### config.mk
export PLATFORM = sky130hd
export DESIGN_NAME = ifetch_unit
export DESIGN_NICKNAME = d
export VERILOG_FILES = /design/src/rtl/ifetch_unit.sv
export SDC_FILE = /design/constraint.sdc
export NUM_CORES = 1
export LEC_CHECK = 0
export CAP_MARGIN = 40
export CORE_ASPECT_RATIO = 0.75
export CORE_MARGIN = 8
export CORE_UTILIZATION = 47
export CTS_BUF_LIST = sky130_fd_sc_hd__clkbuf_16
export CTS_CLUSTER_DIAMETER = 80
export DETAILED_ROUTE_END_ITERATION = 7
export PLACE_DENSITY = 0.88
export SKIP_LAST_GASP = 1
export SLEW_MARGIN = 15
export SYNTH_ARGS = -nofsm -noshare
export SYNTH_HDL_FRONTEND = slang
export SYNTH_SLANG_ARGS = --single-unit
### constraint.sdc
create_clock -name clk -period 2.1 [get_ports clk]
set_clock_uncertainty 0.1 [all_clocks]
set_input_delay 0.42 -clock clk [delete_from_list [all_inputs] [get_ports clk]]
set_output_delay 0.42 -clock clk [all_outputs]
set_load 0.02 [all_outputs]
### src/rtl/ifetch_unit.sv
// Fetch stage: holds the PC, issues one word-aligned imem request at a time and
// registers the returned instruction for the decoder, honouring redirects and stalls.
module ifetch_unit #(
  parameter logic [31:0] RESET_PC = 32'h0000_0000,
  parameter logic [31:0] NOP_INST = 32'h0000_0013
) (
  input  logic        clk,
  input  logic        rst,
  output logic        imem_req,
  output logic [31:0] imem_addr,
  input  logic        imem_gnt,
  input  logic        imem_rvalid,
  input  logic [31:0] imem_rdata,
  input  logic        redirect_valid,
  input  logic [31:0] redirect_pc,
  input  logic        stall,
  output logic        inst_valid,
  output logic [31:0] inst,
  output logic [31:0] inst_pc,
  output logic [6:0]  opcode,
  output logic [2:0]  funct3
);

  typedef enum logic [1:0] {REQ, WAIT, HOLD} state_t;

  state_t      state;
  logic [31:0] pc;
  logic [31:0] pc_inflight;
  logic        drop;
  logic [31:0] target;

  assign target    = redirect_pc & 32'hFFFF_FFFC;
  assign imem_req  = (state == REQ) && !rst;
  assign imem_addr = pc;
  assign opcode    = inst[6:0];
  assign funct3    = inst[14:12];

  always_ff @(posedge clk) begin
    if (rst) begin
      state       <= REQ;
      pc          <= RESET_PC & 32'hFFFF_FFFC;
      pc_inflight <= RESET_PC & 32'hFFFF_FFFC;
      drop        <= 1'b0;
      inst_valid  <= 1'b0;
      inst        <= NOP_INST;
      inst_pc     <= 32'h0000_0000;
    end else begin
      if (redirect_valid) pc <= target;
      case (state)
        REQ: begin
          if (imem_gnt) begin
            pc_inflight <= pc;
            // a redirect in the grant cycle means this fetch used the old path
            drop        <= redirect_valid;
            state       <= WAIT;
          end
        end
        WAIT: begin
          if (imem_rvalid) begin
            drop  <= 1'b0;
            state <= REQ;
            if (!drop && !redirect_valid) begin
              inst       <= imem_rdata;
              inst_pc    <= pc_inflight;
              inst_valid <= 1'b1;
              pc         <= pc_inflight + 32'd4;
              state      <= HOLD;
            end
          end else if (redirect_valid) begin
            drop <= 1'b1;
          end
        end
        HOLD: begin
          if (redirect_valid || !stall) begin
            inst_valid <= 1'b0;
            inst       <= NOP_INST;
            state      <= REQ;
          end
        end
        default: state <= REQ;
      endcase
    end
  end

endmodule

==> impl_results.md <==
* Most frequent cells in the layout: clkdlybuf4s50_1, nand2_1, dfxtp_1
* Final setup violation count at 0
* Syn-to-layout area delta at 45.7%
* Crit path cell chain: clkdlybuf4s50_1
* Drt first pass iters at 5
* Total number of yosys warnings at 0
* Pwr per Cell Area at around 760 nW/um^2
* Cell family with most CP delay: buffers and inverters
* Placed Cells at 1007
* Unique cell type count in the Yosys netlist at 48
* Hold crit path type: register to register
* Synthesized area at 5680 um^2
* Final non-filler cell area at approximately 8300 um^2
* Max-slew headroom at 66.2%
* # rows at 34
* Worst VDD drop at 0.000507 V
* Mapped Nets at between 700 and 800
* Gr ovfl total at 0
* Sequential area share after synthesis at 46.5%
* Initial DRC Count at 478
* Seq cells post-synth at 132
* Initial core utilization at 48.5%
* Synth Flop Type: dfxtp_1
* Status: finished clean
* Slew Viols, Final at 0
* Number of gates resized after CTS at 1
* Post-synth EDFFs at 0
* Antenna cells at 0
* Number of global-route vias before repair at 5517
* Die span in x at 143 um
* CP Capture Type: output pin
* Max cap viols at 0
* Non-Filler Instances at 1039
* TritonCTS clock tree: yes
* RR Startpoint: pc_inflight[2]
* Worst R2R End: imem_addr[26]
* H-tree depth at 4
* Type of origin of the critical path: register
* Largest stage delay, worst path at slightly below 0.7 ns
* Clk root buf: clkbuf_16
* Hold Slack at 0.351 ns
* Hold depth at 2
* Drt total wl at 17.9 mm
* Worst EP arrival at 1.47 ns
* Crit Path Max Fanout at 4
* Critical path class: register to output pin
* Min-delay src: inst_pc[7]
* Final WS setup at 0.108 ns
* Asr flop ratio synth at 0%
* Hold endpoint: inst_pc[7]
* Die Area at between 15000 and 20000 um^2
* Initial antenna violation count at 0
* Min cycle time layout at roughly 2.0 ns
* Mapped Cells at 696
* RSZ-0062 raised after global routing: no
* Number of I/O pins at 178
* Routed Antenna Nets at 0
* Total GRT Usage at between 20% and 30%
* First-pass GRT wire length at 28.3 mm
* Clk_lat worst skew at 0.41 ns
* Postcts setup bufs at 0
* Total CTS buffers at 17
* Synth Area per Inst at between 8 and 9 um^2
* Worst Path Required at around 1.6 ns
* Buf/Inv on CP at 1
* Place WS at -0.0240 ns
* Reg2reg path depth at 6
* CTS Buffer Depth at 2
* Clk sink count at about 130
* Vias per cell at ~5.5
* Commonest non-fill, non-tap cell in the layout: clkdlybuf4s50_1
* Maximum clock rate at 502 MHz
* Detail Placement HPWL at 12.3 mm
* Die H at 111 um
* R2R setup slack at 0.16 ns
* Tcrit/Tclk final at between 90% and 100%
* Placer Congestion at 0.830
* Largest net degree at the start of global routing at slightly below 50
* Critical Path Slowest Stage Cell: clkdlybuf4s50_1
* Drt wl/cell at about 17 um
* DRC viols at 0
* Worst-path clk slew at 0.05 ns
* Core area at approximately 12000 um^2
* Port bufs at approximately 180
* Pleak at between 2 and 3 nW
* Fillers at just over 900
* DP Area at between 7000 and 8000 um^2
* Hold Fails Final Rpt at 0
* Via Count at 5681
* Nets@finish at 935
* Layout cells sized above 1 at 11.1%
* Post-cts hold buffer count at 0
* Slew @ Worst Pin at 0.508 ns
## per-stage QoR
| step | utilization (%) | total power (W) | TNS, ns |
|---|---|---|---|
| final | 70.7 | 0.00625 | 0 |
| after global routing | 70.7 | 0.00647 | 0 |
| after CTS | 70.7 | 0.00628 | 0 |
| after detailed placement | 65.8 | 0.00342 | -0.0490 |
| after global placement | 65.8 | 0.00341 | -0.0383 |
| after floorplan | - | 0.00304 | 0 |
## logic make-up after synthesis
logic type	after synthesis	synth area share, %
xor gates and xnor gates	12	1.85
AOI/OAI and AO/OA	175	17.1
DFF	132	46.5
and+or+nand+nor	281	23.6
buffers and inverters	69	5.71
adders and majority gates	1	0.220
muxes	26	4.98
## registers in the layout, summed over array words and instances (netlist names)
register / count
inst_valid: 1
imem_addr: 32
inst_pc: 32
state: 2
pc_inflight: 32
drop: 1
inst: 32
## per-layer routing
layer  GRT usage (%)  vias to the layer above  wire (um)  part of all wire, %
li1                -                     2753          -                    -
met1            27.5                     2638       7600                   42
met2            34.7                      256       8200                   46
met3            7.31                       34       1770                  9.9
met4            7.63                        0        309                  1.7
met5               0                        -          0                    0
## worst min-delay path: cells and delay by family (launching register included)
family | cells | cell delay, ns
simple gates | 1 | 0.05
flops | 1 | 0.30
compound gates | 1 | 0.05
## layout make-up
type                            count  area (um^2)  area share [%]
Multi-Input combinational cell    495         2740            33.1
Sequential cell                   132         2640            31.9
Timing Repair Buffer              212         2100            25.3
Clock buffer                       17          425            5.14
Tap cell                          162          203            2.45
Clock inverter                     15          149            1.80
Inverter                            6         22.5           0.272
## cell usage after synthesis, drive strengths merged (2+ instances only)
library cell | number | share of area (%)
or3 | 5 | 0.55
nand2b | 2 | 0.22
o31ai | 7 | 0.93
a31oi | 12 | 1.3
nor2b | 7 | 0.77
or4b | 3 | 0.53
o311ai | 2 | 0.31
mux2i | 8 | 1.4
o2111ai | 2 | 0.31
o21ai | 31 | 2.7
buf | 29 | 3.1
and3 | 6 | 0.66
xnor2 | 4 | 0.62
nand2 | 166 | 11
nand4bb | 2 | 0.40
nand3 | 41 | 3.7
nor2 | 18 | 1.2
clkbuf | 34 | 2.2
mux2 | 18 | 3.6
nand4 | 8 | 1.5
and4 | 4 | 0.75
a211oi | 10 | 1.3
nand3b | 4 | 0.53
or4 | 7 | 0.93
o211ai | 2 | 0.26
dfxtp | 132 | 47
or2 | 2 | 0.22
xor2 | 8 | 1.2
a21oi | 104 | 9.2
nor3b | 3 | 0.40
inv | 6 | 0.40
## power breakdown
part | total (W) | switching [W] | internal, W
Combinational | 0.000703 | 0.000351 | 0.000353
Clock | 0.00288 | 0.00105 | 0.00183
Sequential | 0.00267 | 0.0000774 | 0.00259
## how the worst max path moves through the flow
stage | startpoint | end | slack (ns) | cells after the start
2_1_floorplan | pc_inflight[2] | imem_addr[28] | 0.30 | 6
5_1_grt | pc_inflight[2] | imem_addr[26] | 0.007 | 6
3_3_place_gp | imem_rvalid | imem_addr[30] | -0.02 | 5
4_1_cts | pc_inflight[8] | imem_addr[17] | 0.07 | 4
6_report | imem_addr[30] | imem_addr[30] | 0.11 | 1
3_5_place_dp | imem_rvalid | imem_addr[18] | -0.02 | 5
Note: power is estimated with default switching activity, not from simulation.
